<file path="config.mk">
export PLATFORM = sky130hd
export DESIGN_NAME = ssd_scan_ctrl
export DESIGN_NICKNAME = d
export VERILOG_FILES = /design/src/rtl/ssd_pkg.sv /design/src/rtl/ssd_scan_timer.sv /design/src/rtl/ssd_scan_ctrl.sv
export SDC_FILE = /design/constraint.sdc
export NUM_CORES = 1
export LEC_CHECK = 0
export ABC_AREA = 1
export ABC_CLOCK_PERIOD_IN_PS = 2300
export BUFFER_PORTS_ARGS = -buffer_cell sky130_fd_sc_hd__buf_2
export CAP_MARGIN = 15
export CORE_ASPECT_RATIO = 0.9
export CORE_MARGIN = 2
export CORE_UTILIZATION = 55
export DETAILED_ROUTE_END_ITERATION = 6
export HOLD_SLACK_MARGIN = 0.05
export PLACE_DENSITY_LB_ADDON = 0.3
export SLEW_MARGIN = 5
export SYNTH_ARGS = -nofsm -noshare
export SYNTH_HDL_FRONTEND = slang
export SYNTH_SLANG_ARGS = --single-unit
</file>
<file path="constraint.sdc">
create_clock -name clk -period 2.3 [get_ports clk]
set_input_delay 0.345 -clock clk [delete_from_list [all_inputs] [get_ports clk]]
set_output_delay 0.345 -clock clk [all_outputs]
set_load 0.02 [all_outputs]
</file>
<file path="src/rtl/ssd_pkg.sv">
// Shared constants and types for the multiplexed seven/fifteen-segment display driver.
package ssd_pkg;

  localparam int DEF_DIGITS = 4;
  localparam int DEF_SEG_W  = 15;

  typedef logic [DEF_SEG_W-1:0] seg_t;

  localparam seg_t SEG_OFF = '1;

endpackage

</file>
<file path="src/rtl/ssd_scan_timer.sv">
// Scan timebase: per-slot prescaler and digit index, with slot and frame end strobes.
module ssd_scan_timer #(
  parameter int DIGITS   = 4,
  parameter int SCAN_DIV = 25000,
  parameter int CNT_W    = $clog2(SCAN_DIV),
  parameter int IDX_W    = $clog2(DIGITS)
) (
  input  logic             clk,
  input  logic             rst_n,
  output logic [CNT_W-1:0] div_cnt,
  output logic [IDX_W-1:0] dig_idx,
  output logic             tick,
  output logic             frame_tick
);

  localparam logic [CNT_W-1:0] DIV_LAST = CNT_W'(SCAN_DIV - 1);
  localparam logic [IDX_W-1:0] IDX_LAST = IDX_W'(DIGITS - 1);

  assign tick       = (div_cnt == DIV_LAST);
  assign frame_tick = tick && (dig_idx == IDX_LAST);

  always_ff @(posedge clk or negedge rst_n) begin
    if (!rst_n) begin
      div_cnt <= '0;
      dig_idx <= '0;
    end else begin
      if (tick) div_cnt <= '0;
      else      div_cnt <= div_cnt + CNT_W'(1);
      // Explicit wrap so non-power-of-two digit counts still cycle correctly
      if (frame_tick) dig_idx <= '0;
      else if (tick)  dig_idx <= dig_idx + IDX_W'(1);
    end
  end

endmodule

</file>
<file path="src/rtl/ssd_scan_ctrl.sv">
// Multiplexed display driver with frame-aligned req/ack shadow update.
// Optional build macro SSD_DIM_EN adds a 4-bit duty input for PWM dimming of the anodes.
module ssd_scan_ctrl
  import ssd_pkg::*;
#(
  parameter int DIGITS   = DEF_DIGITS,
  parameter int SEG_W    = DEF_SEG_W,
  parameter int SCAN_DIV = 25000,
  parameter int GUARD    = 2
) (
  input  logic                    clk,
  input  logic                    rst_n,
`ifdef SSD_DIM_EN
  input  logic [3:0]              duty,
`endif
  input  logic [DIGITS*SEG_W-1:0] digit_seg_in,
  input  logic [DIGITS-1:0]       blank_mask,
  input  logic                    upd_req,
  output logic                    upd_ack,
  output logic [SEG_W-1:0]        seg_out,
  output logic [DIGITS-1:0]       an_out,
  output logic                    frame_start
);

  localparam int CNT_W = $clog2(SCAN_DIV);
  localparam int IDX_W = $clog2(DIGITS);
  localparam logic [CNT_W-1:0] GUARD_C = CNT_W'(GUARD);

  logic [CNT_W-1:0]             div_cnt;
  logic [IDX_W-1:0]             dig_idx;
  logic                         tick;
  logic                         frame_tick;
  logic                         load;
  logic                         pwm_ok;
  logic [DIGITS-1:0][SEG_W-1:0] shadow_pat;
  logic [DIGITS-1:0]            shadow_blank;
  logic [SEG_W-1:0]             seg_p0;
  logic [DIGITS-1:0]            an_p0;

  ssd_scan_timer #(
    .DIGITS   (DIGITS),
    .SCAN_DIV (SCAN_DIV),
    .CNT_W    (CNT_W),
    .IDX_W    (IDX_W)
  ) u_timer (
    .clk        (clk),
    .rst_n      (rst_n),
    .div_cnt    (div_cnt),
    .dig_idx    (dig_idx),
    .tick       (tick),
    .frame_tick (frame_tick)
  );

  // Shadow commit happens only on the last cycle of the final slot
  assign load = tick && frame_tick && upd_req;

`ifdef SSD_DIM_EN
  logic [3:0] pwm_cnt;

  always_ff @(posedge clk or negedge rst_n) begin
    if (!rst_n) pwm_cnt <= '0;
    else        pwm_cnt <= pwm_cnt + 4'd1;
  end

  assign pwm_ok = (pwm_cnt < duty);
`else
  assign pwm_ok = 1'b1;
`endif

  // p0: select current digit; anode held off through the guard window
  always_comb begin
    seg_p0 = shadow_blank[dig_idx] ? {SEG_W{1'b1}} : shadow_pat[dig_idx];
    an_p0  = '1;
    if ((div_cnt >= GUARD_C) && !shadow_blank[dig_idx] && pwm_ok)
      an_p0[dig_idx] = 1'b0;
  end

  // Output register stage and shadow bank
  always_ff @(posedge clk or negedge rst_n) begin
    if (!rst_n) begin
      seg_out      <= {SEG_W{1'b1}};
      an_out       <= '1;
      upd_ack      <= 1'b0;
      frame_start  <= 1'b0;
      shadow_pat   <= {(DIGITS*SEG_W){1'b1}};
      shadow_blank <= '1;
    end else begin
      seg_out     <= seg_p0;
      an_out      <= an_p0;
      upd_ack     <= load;
      frame_start <= frame_tick;
      if (load) begin
        shadow_pat   <= digit_seg_in;
        shadow_blank <= blank_mask;
      end
    end
  end

endmodule

</file>
==> results.toml, run 1 <==
[cells_and_area]
areaGrowthSynthToFinish_pct = 14.0
filler_cell_count = 746
final_util_pct = 64.8
drive_gt1_share_pct = 32.2
multi_input_area_sq_mm = 0.00192
layout.nets = 724
diodes = 0
regArea_sq_mm = 0.00266

[route]
vias = 4274
antenna_left = 0
drc = 0
finalWirelength_mm = 11.9
drt_iter0_drc = 273
via_per_inst = 5.51
wire_per_inst_um = 15.4
first_pass_iters = 5

[cts]
numCtsBuffers = 9
cts_sinks = 102
cts_tree = "built"
h-tree-depth = 3
clockBufferDepth = 2
cts.reportedPaths.clkPinSlew_ns = 0.10
clock_latency_ns = 0.38
cts_root_buf = "clkbuf_8"
cts_resized = 0

[synthesis]
netlist.area_leader.share_pct = 44.6
syn_inst = 582
synth_top_cell_by_area = "dfstp_2"
ys_ff_latch = 102
synthArstFlopShare_pct = 100
syn-cell-area_sq_mm = 0.00489
synth.distinct_cells = 27
seq_area_frac_synth_pct = 54.3
syn_nets = 655
synth-edff-count = 0
yosys-top-cells-count = "161 x nand2_1, 96 x nor2_1, 83 x dfstp_2"
synth_flop_cell = "dfstp_2"
synthTopCellsByArea = "dfstp_2 45%, nand2_1 12%, dfrtp_1 9.7%"
avgSynthCellArea_sq_um = 8.40
ys_warn_count = 0
synth.most_common_cell = "nand2_1"

[sta]
hold_viol = 0
fin_setup_tns_ns = 0
slew_viol_final = 0
finalSetupViolations = 0
period_needed_ns = 2.01
period_share_pct = 87.5
max_slew.worst_pin.slew_ns = 0.682
fmax_mhz = 497
skew_ns = 0.0123
relSlewSlack_pct = 54.6
rsz0062_at_grt = "no"

[floorplan]
initial_core_util_pct = 56.8
dieArea_sq_mm = 0.00966
die_h_um = 93.5
core_area_sq_mm = 0.00861
rows = 32
die_x_um = 103
io_pins = 88

[global_route]
grt_pass1_vias = 4030
grt_max_degree = 79
overflow = 0
grt_pass1_wl_mm = 19.5
grtUsageTotal_pct = 26.2
antenna_found_initial = 0

[critical_path]
worst-path-max-fanout = 19
cp-end-kind = "flip-flop"
rrSetupSlack_ns = 0.29
arrival_ns = 2.27
worstSetupPathType = "flip-flop to flip-flop"
worstReg2RegStart = "u_timer.dig_idx[0]"
critPathLaunchType = "flip-flop"
worstPathRequired_ns = 2.56
crit_start = "u_timer.dig_idx[0]"

[power]
irDropWorstVdd_v = 0.000275
power_leakage_nw = 2.73
pwr_density_cell_mw_per_mm2 = 543

[run_status]
status = "complete, no violations"

[placement]
hpwl_mm = 8.08
place.gp.congestion = 0.906
io_buffers = 87

[worst_hold_path]
worstHoldPathType = "input port to flip-flop"
holdCritStartpoint = "digit_seg_in[32]"

[flow_run]
maxCapViolCount = 0
cells in the final DEF (no fill, tap or decap), types with 2 or more instances in the layout:
cell type	n
buf_2	86
clkbuf_8	9
o21ai_0	37
buf_12	3
inv_2	7
dfstp_2	83
a21oi_1	4
nor3_1	4
nand4_1	69
ha_1	5
buf_4	9
nand2_1	161
dfrtp_1	19
inv_1	17
nand3_1	25
nor2_1	96
xor2_1	3
clkinv_2	4
nor2_2	2
worst paths after layout:
path | cells after the start | endpoint
max | 4 | an_out[0]
min | 3 | shadow_pat[32]
max reg2reg | 4 | an_out[0]
min reg2reg | 2 | shadow_pat[20]
max in group asynchronous | 3 | seg_out[11]
min in group asynchronous | 2 | upd_ack
final cells by class:
cell class | instances | area share, %
Multi-Input combinational cell | 414 | 34.4
Inverter | 25 | 1.71
Timing Repair Buffer | 99 | 10.2
Sequential cell | 102 | 47.6
Clock buffer | 10 | 2.29
Tap cell | 119 | 2.67
Clock inverter | 6 | 1.10
per-stage QoR:
step                      instances  power [W]  hold slack (ns)  cell area [sq um]  setup slack, ns
after global placement          758    0.00194            0.274               5380            0.451
after CTS                       775    0.00305            0.178               5580            0.347
final                           775    0.00303            0.185               5580            0.288
after detailed placement        758    0.00194            0.274               5380            0.343
after floorplan                 582    0.00184           0.0494               4890            0.836
after global routing            775    0.00313            0.182               5580           0.0935
critical path: stages (launching register included):
cell     delay [ns]
dfrtp_1        0.60
inv_1          0.28
o21ai_0        0.22
o22a_1         0.60
nand3_1        0.19
power by group:
group          internal, W  switching, W  total [W]
sequential         0.00180             0    0.00180
clock             0.000502      0.000608    0.00111
combinational    0.0000461     0.0000697   0.000116
registers in the layout, summed over array words and instances, names as in the netlist:
signal and count:
upd_ack 1, an_out 4, shadow_blank 4, seg_out 15
u_timer.dig_idx 2, shadow_pat 60, u_timer.div_cnt 15, frame_start 1
routing by layer:
metal  vias to the layer above  GRT usage [%]  share of wire (%)
met3                        22           4.71                7.1
met4                         0           8.66                1.8
li1                       2051              -                  -
met5                         -              0                  0
met1                      2040           40.1                 46
met2                       161           37.6                 45
repair_timing:
action | CTS | global route
endpoints found under the hold margin | 17 | 0
setup buffers | 0 | 0
hold buffers | 1 | 0
cells by family after synthesis:
logic type	after synthesis	share of synthesized area [%]
DFF	102	54.3
adders and majority gates	6	1.53
xor gates and xnor gates	3	0.537
and+or+nand+nor	363	32.7
AOI/OAI and AO/OA	42	4.37
buffers and inverters	66	6.50
Power figures use the tool's default switching activity.
==> inputs of run 2 (changes only) <==
--- a/config.mk
+++ b/config.mk
@@ -12,6 +12,7 @@
 export CORE_ASPECT_RATIO = 0.9
 export CORE_MARGIN = 2
 export CORE_UTILIZATION = 55
+export CTS_BUF_LIST = sky130_fd_sc_hd__clkbuf_8
 export DETAILED_ROUTE_END_ITERATION = 6
 export HOLD_SLACK_MARGIN = 0.05
 export PLACE_DENSITY_LB_ADDON = 0.3
==> run 2 against run 1 <==
- routed wire length up 0.14%
- largest power group unchanged
- sequential power about the same
- count of clock-buffer cells in the layout down 1
- final area unchanged
- sequential share of layout area unchanged
- cell count unchanged
- critical endpoint unchanged
- via count up 0.47%
==> results.toml, run 2 (synthesized netlist as in run 1, its figures left out) <==
[run_status]
status = "complete, no violations"

[cts]
numCtsBuffers = 9
h-tree-depth = 3
cts.reportedPaths.clkPinSlew_ns = 0.10
cts_sinks = 102
postCtsSetupBuffers = 0
cts_resized = 0
cts_tree = "built"
cts.hold.buffers_added = 1
cts_root_buf = "clkbuf_8"
clock_latency_ns = 0.38
clockBufferDepth = 2

[worst_hold_path]
worstHoldPathType = "input port to flip-flop"

[sta]
skew_ns = 0.0124
period_share_pct = 87.5
slew_viol_final = 0
fin_setup_tns_ns = 0
rsz0062_at_grt = "no"
max_slew.worst_pin.slew_ns = 0.683
period_needed_ns = 2.01
relSlewSlack_pct = 54.5
fmax_mhz = 497
finalSetupViolations = 0
hold_viol = 0

[global_route]
overflow = 0
grt_pass1_wl_mm = 19.5
grt_max_degree = 79
grt_pass1_vias = 4030
antenna_found_initial = 0
grtUsageTotal_pct = 26.2

[floorplan]
die_x_um = 103
dieArea_sq_mm = 0.00966
rows = 32
die_h_um = 93.5
core_area_sq_mm = 0.00861
io_pins = 88
initial_core_util_pct = 56.8

[cells_and_area]
areaGrowthSynthToFinish_pct = 14.0
layout.nets = 724
final_area_sq_mm = 0.00558
largest_registers = "shadow_pat x60, seg_out x15, u_timer.div_cnt x15"
diodes = 0
final_common_cell = "nand2_1"
largest_register = "shadow_pat"
drive_gt1_share_pct = 32.2
largest_reg_flops = 60
mostFrequentLayoutCells = "161 x nand2_1, 96 x nor2_1, 86 x buf_2"

[power]
pwr_density_cell_mw_per_mm2 = 542
irDropWorstVdd_v = 0.000275
power_leakage_nw = 2.74

[critical_path]
slowest_stage = "dfrtp_1"
cp-end-kind = "flip-flop"
worstSetupPathType = "flip-flop to flip-flop"
slowest_delay_ns = 0.60
arrival_ns = 2.27
worstPathCellList = "inv_1, o21ai_0, o22a_1, nand3_1"
crit_buf_inv = 1
critPathLaunchType = "flip-flop"
crit_family = "compound AO/OA/AOI/OAI gates"
worst-path-max-fanout = 19
worstPathRequired_ns = 2.56
rrSetupSlack_ns = 0.29

[flow_run]
maxCapViolCount = 0

[route]
wire_per_inst_um = 15.4
via_per_inst = 5.54
drt_iter0_drc = 274
first_pass_iters = 5
vias = 4294
antenna_left = 0
finalWirelength_mm = 12.0
drc = 0

[placement]
hpwl_mm = 8.08
io_buffers = 87
dpl_cell_area_sq_mm = 0.00538
place.gp.congestion = 0.906
[run 2: cell types whose count changed in the layout (fill, tap and decap cells not counted)]
cell,before,now
clkbuf_1,1,0
inv_1,17,18
[run 2: path summary, 6_finish.rpt]
kind                                    startpoint  cells past startpoint             end
worst max-delay path            u_timer.dig_idx[0]                      4       an_out[0]
worst min register to register      shadow_pat[20]                      2  shadow_pat[20]
max in group asynchronous                    rst_n                      3     seg_out[11]
worst max register to register  u_timer.dig_idx[0]                      4       an_out[0]
min in group asynchronous                    rst_n                      2         upd_ack
worst min-delay path              digit_seg_in[32]                      3  shadow_pat[32]
[run 2: layout make-up]
| type | instances | area [sq um] |
|---|---|---|
| flip-flops and latches | 102 | 2660 |
| fillers | 746 | 3030 |
| repair buffers | 99 | 568 |
| clock buffers | 9 | 124 |
| inverters | 25 | 95.1 |
| multi-input cells | 414 | 1920 |
| well taps | 119 | 149 |
| clock inverters | 7 | 65.1 |
[run 2: per-layer routing]
layer	GRT usage (%)	share of wire, %	wire [um]	up-vias
li1	-	-	-	2052
met1	40.1	46	5480	2054
met2	37.6	45	5380	166
met3	4.71	7.3	869	22
met4	8.66	1.9	225	0
met5	0	0	0	-
[run 2: worst min-delay path, stage by stage]
cell and delay (ns):
buf_2 0.09, nand4_1 0.07, nand2_1 0.05
[run 2: metrics by stage]
stage | hold WS, ns | total power, W | std cells | utilization (%) | worst slack (ns)
2_1_floorplan | 0.0494 | 0.00184 | 582 | - | 0.836
3_3_place_gp | 0.274 | 0.00194 | 758 | 62.5 | 0.451
3_5_place_dp | 0.274 | 0.00194 | 758 | 62.5 | 0.343
4_1_cts | 0.178 | 0.00304 | 775 | 64.8 | 0.347
5_1_grt | 0.182 | 0.00313 | 775 | 64.8 | 0.0930
6_report | 0.184 | 0.00302 | 775 | 64.8 | 0.286
[run 2: report_power, final]
| part | switching [W] | internal (W) | leakage (nW) |
|---|---|---|---|
| logic | 0.0000697 | 0.0000461 | 1.53 |
| registers | 0 | 0.00180 | 1.11 |
| clock network | 0.000608 | 0.000497 | 0.101 |
==> inputs of run 3 (changes only) <==
--- a/config.mk
+++ b/config.mk
@@ -10,12 +10,13 @@
 export BUFFER_PORTS_ARGS = -buffer_cell sky130_fd_sc_hd__buf_2
 export CAP_MARGIN = 15
 export CORE_ASPECT_RATIO = 0.9
-export CORE_MARGIN = 2
+export CORE_MARGIN = 4
 export CORE_UTILIZATION = 55
 export CTS_BUF_LIST = sky130_fd_sc_hd__clkbuf_8
 export DETAILED_ROUTE_END_ITERATION = 6
 export HOLD_SLACK_MARGIN = 0.05
 export PLACE_DENSITY_LB_ADDON = 0.3
+export REMOVE_ABC_BUFFERS = 1
 export SLEW_MARGIN = 5
 export SYNTH_ARGS = -nofsm -noshare
 export SYNTH_HDL_FRONTEND = slang
==> run 3 against run 2 <==
- utilization rose by 0.13 points
- cell count grew 0.39%
- worst hold slack worse by 0.0026 ns
- sequential power about the same
- count of clock-buffer cells in the layout is the same
- fmax increased by 15%
- global-route usage is 3.4 points lower
- die area rose by 8.3%
- largest power group unchanged
- combinational power about the same
- critical path type unchanged
- critical path depth is the same
- first-iteration DRC count is 21% lower
- worst setup slack gained 0.26 ns
==> results.toml, run 3 (synthesized netlist as in run 1, its figures left out) <==
[run_status]
status = "complete, no violations"

[cells_and_area]
largest_register = "shadow_pat"
mostFrequentLayoutCells = "161 x nand2_1, 96 x nor2_1, 86 x buf_2"
drive_gt1_share_pct = 32.5
filler_cell_count = 724
final_cells = 778
layout.nets = 727
final_common_cell = "nand2_1"
regArea_sq_mm = 0.00266
diodes = 0
largest_registers = "shadow_pat x60, seg_out x15, u_timer.div_cnt x15"
areaGrowthSynthToFinish_pct = 14.2
multi_input_area_sq_mm = 0.00192
largest_reg_flops = 60

[power]
p_sw_w = 0.000714
swShare_pct = 24.1
power_leakage_nw = 2.75
pwr_density_cell_mw_per_mm2 = 531
comb_power_share_pct = 3.9
clkPwrFrac_pct = 35.4
p_int_w = 0.00226
power_w = 0.00297
sequentialPowerShare_pct = 60.6
irDropWorstVdd_v = 0.000277

[floorplan]
io_pins = 88
rows = 32
die_h_um = 97.5
dieArea_sq_mm = 0.0105
initial_core_util_pct = 56.8
core_area_sq_mm = 0.00861
die_x_um = 107

[cts]
numCtsBuffers = 9
clock_latency_ns = 0.37
cts_tree = "built"
cts_root_buf = "clkbuf_8"
cts.reportedPaths.clkPinSlew_ns = 0.11
clockBufferDepth = 2
cts_sinks = 102
h-tree-depth = 3

[route]
drc = 0
finalWirelength_mm = 11.4
drt_iter0_drc = 216
vias = 4183
via_per_inst = 5.38
antenna_left = 0
first_pass_iters = 5
wire_per_inst_um = 14.6

[critical_path]
crit_family = "flip-flops"
worst-path-max-fanout = 40
crit_buf_inv = 1
slowest_delay_ns = 0.57
worstSetupPathType = "flip-flop to flip-flop"
critPathLaunchType = "flip-flop"
worstPathRequired_ns = 2.61
arrival_ns = 2.07
cp-end-kind = "flip-flop"
slowest_stage = "dfrtp_1"
worstPathCellList = "ha_2, buf_4, nand4_1, nand2_1"

[global_route]
grt_pass1_wl_mm = 19.3
antenna_found_initial = 0
grt_pass1_vias = 3993
grt_max_degree = 66
overflow = 0
grtUsageTotal_pct = 22.8

[sta]
finalSetupViolations = 0
rsz0062_at_grt = "no"
max_slew.worst_pin.slew_ns = 0.700
period_needed_ns = 1.76
slew_viol_final = 0
period_share_pct = 76.4
relSlewSlack_pct = 53.3
fmax_mhz = 569
hold_viol = 0
skew_ns = 0.0148
worst_slack_ns = 0.543

[placement]
dp.cells = 761
hpwl_mm = 7.76
place.gp.congestion = 0.863
dp_slack_ns = 0.602
io_buffers = 87

[worst_hold_path]
worstHoldPathType = "input port to flip-flop"

[flow_run]
maxCapViolCount = 0
[run 3: cell types whose count changed in the layout (fill, tap and decap cells not counted)]
cell and delta:
clkinv_2 -2, bufinv_16 -1, inv_6 +2, inv_8 +1, buf_4 +3
[run 3: layout make-up]
class / count / area share (%)
flip-flops and latches: 102 / 47.5
clock buffers: 9 / 2.22
repair buffers: 102 / 10.6
clock inverters: 7 / 0.963
multi-input cells: 414 / 34.3
well taps: 119 / 2.66
inverters: 25 / 1.70
[run 3: worst paths after layout]
path / depth (start not counted) / start / end / slack, ns
setup / recovery: 4 / u_timer.dig_idx[1] / shadow_pat[40] / 0.54
max in group asynchronous: 3 / rst_n / seg_out[13] / 1.16
min in group asynchronous: 2 / rst_n / u_timer.div_cnt[14] / 0.42
setup reg to reg: 4 / u_timer.dig_idx[1] / shadow_pat[40] / 0.54
hold reg to reg: 2 / shadow_pat[20] / shadow_pat[20] / 0.46
hold / removal: 3 / digit_seg_in[30] / shadow_pat[30] / 0.18
[run 3: tightest hold or removal path: cells and delay by family]
family | cells | cell delay, ns
simple gates | 2 | 0.12
buf+inv | 1 | 0.09
[run 3: timing repair]
| action | 4_1_cts | 5_1_grt |
|---|---|---|
| hold buffers | 1 | 0 |
| buffers inserted | 0 | 0 |
| gates resized for setup | 0 | 0 |
| hold endpoints to repair | 14 | 0 |
[run 3: per-layer routing]
| layer | wire, um | track usage (%) |
|---|---|---|
| met5 | 0 | 0 |
| met4 | 147 | 5.92 |
| met3 | 718 | 5.32 |
| met2 | 5240 | 34.3 |
| met1 | 5250 | 33.5 |
[run 3: power by group through the flow]
stage	combinational [W]	clock (W)	sequential [W]
3_3_place_gp	0.000116	0	0.00183
3_5_place_dp	0.000117	0	0.00183
4_1_cts	0.000119	0.00109	0.00180
5_1_grt	0.000132	0.00116	0.00180
6_report	0.000117	0.00105	0.00180
[run 3: stage by stage]
step / hold slack [ns] / util, % / area (sq um) / setup TNS [ns]
after floorplan: 0.0494 / - / 4670 / -136.67
after global placement: 0.280 / 62.7 / 5400 / 0
after global routing: 0.171 / 64.9 / 5590 / 0
after detailed placement: 0.283 / 62.7 / 5400 / 0
after CTS: 0.164 / 64.9 / 5590 / 0
final: 0.182 / 64.9 / 5590 / 0
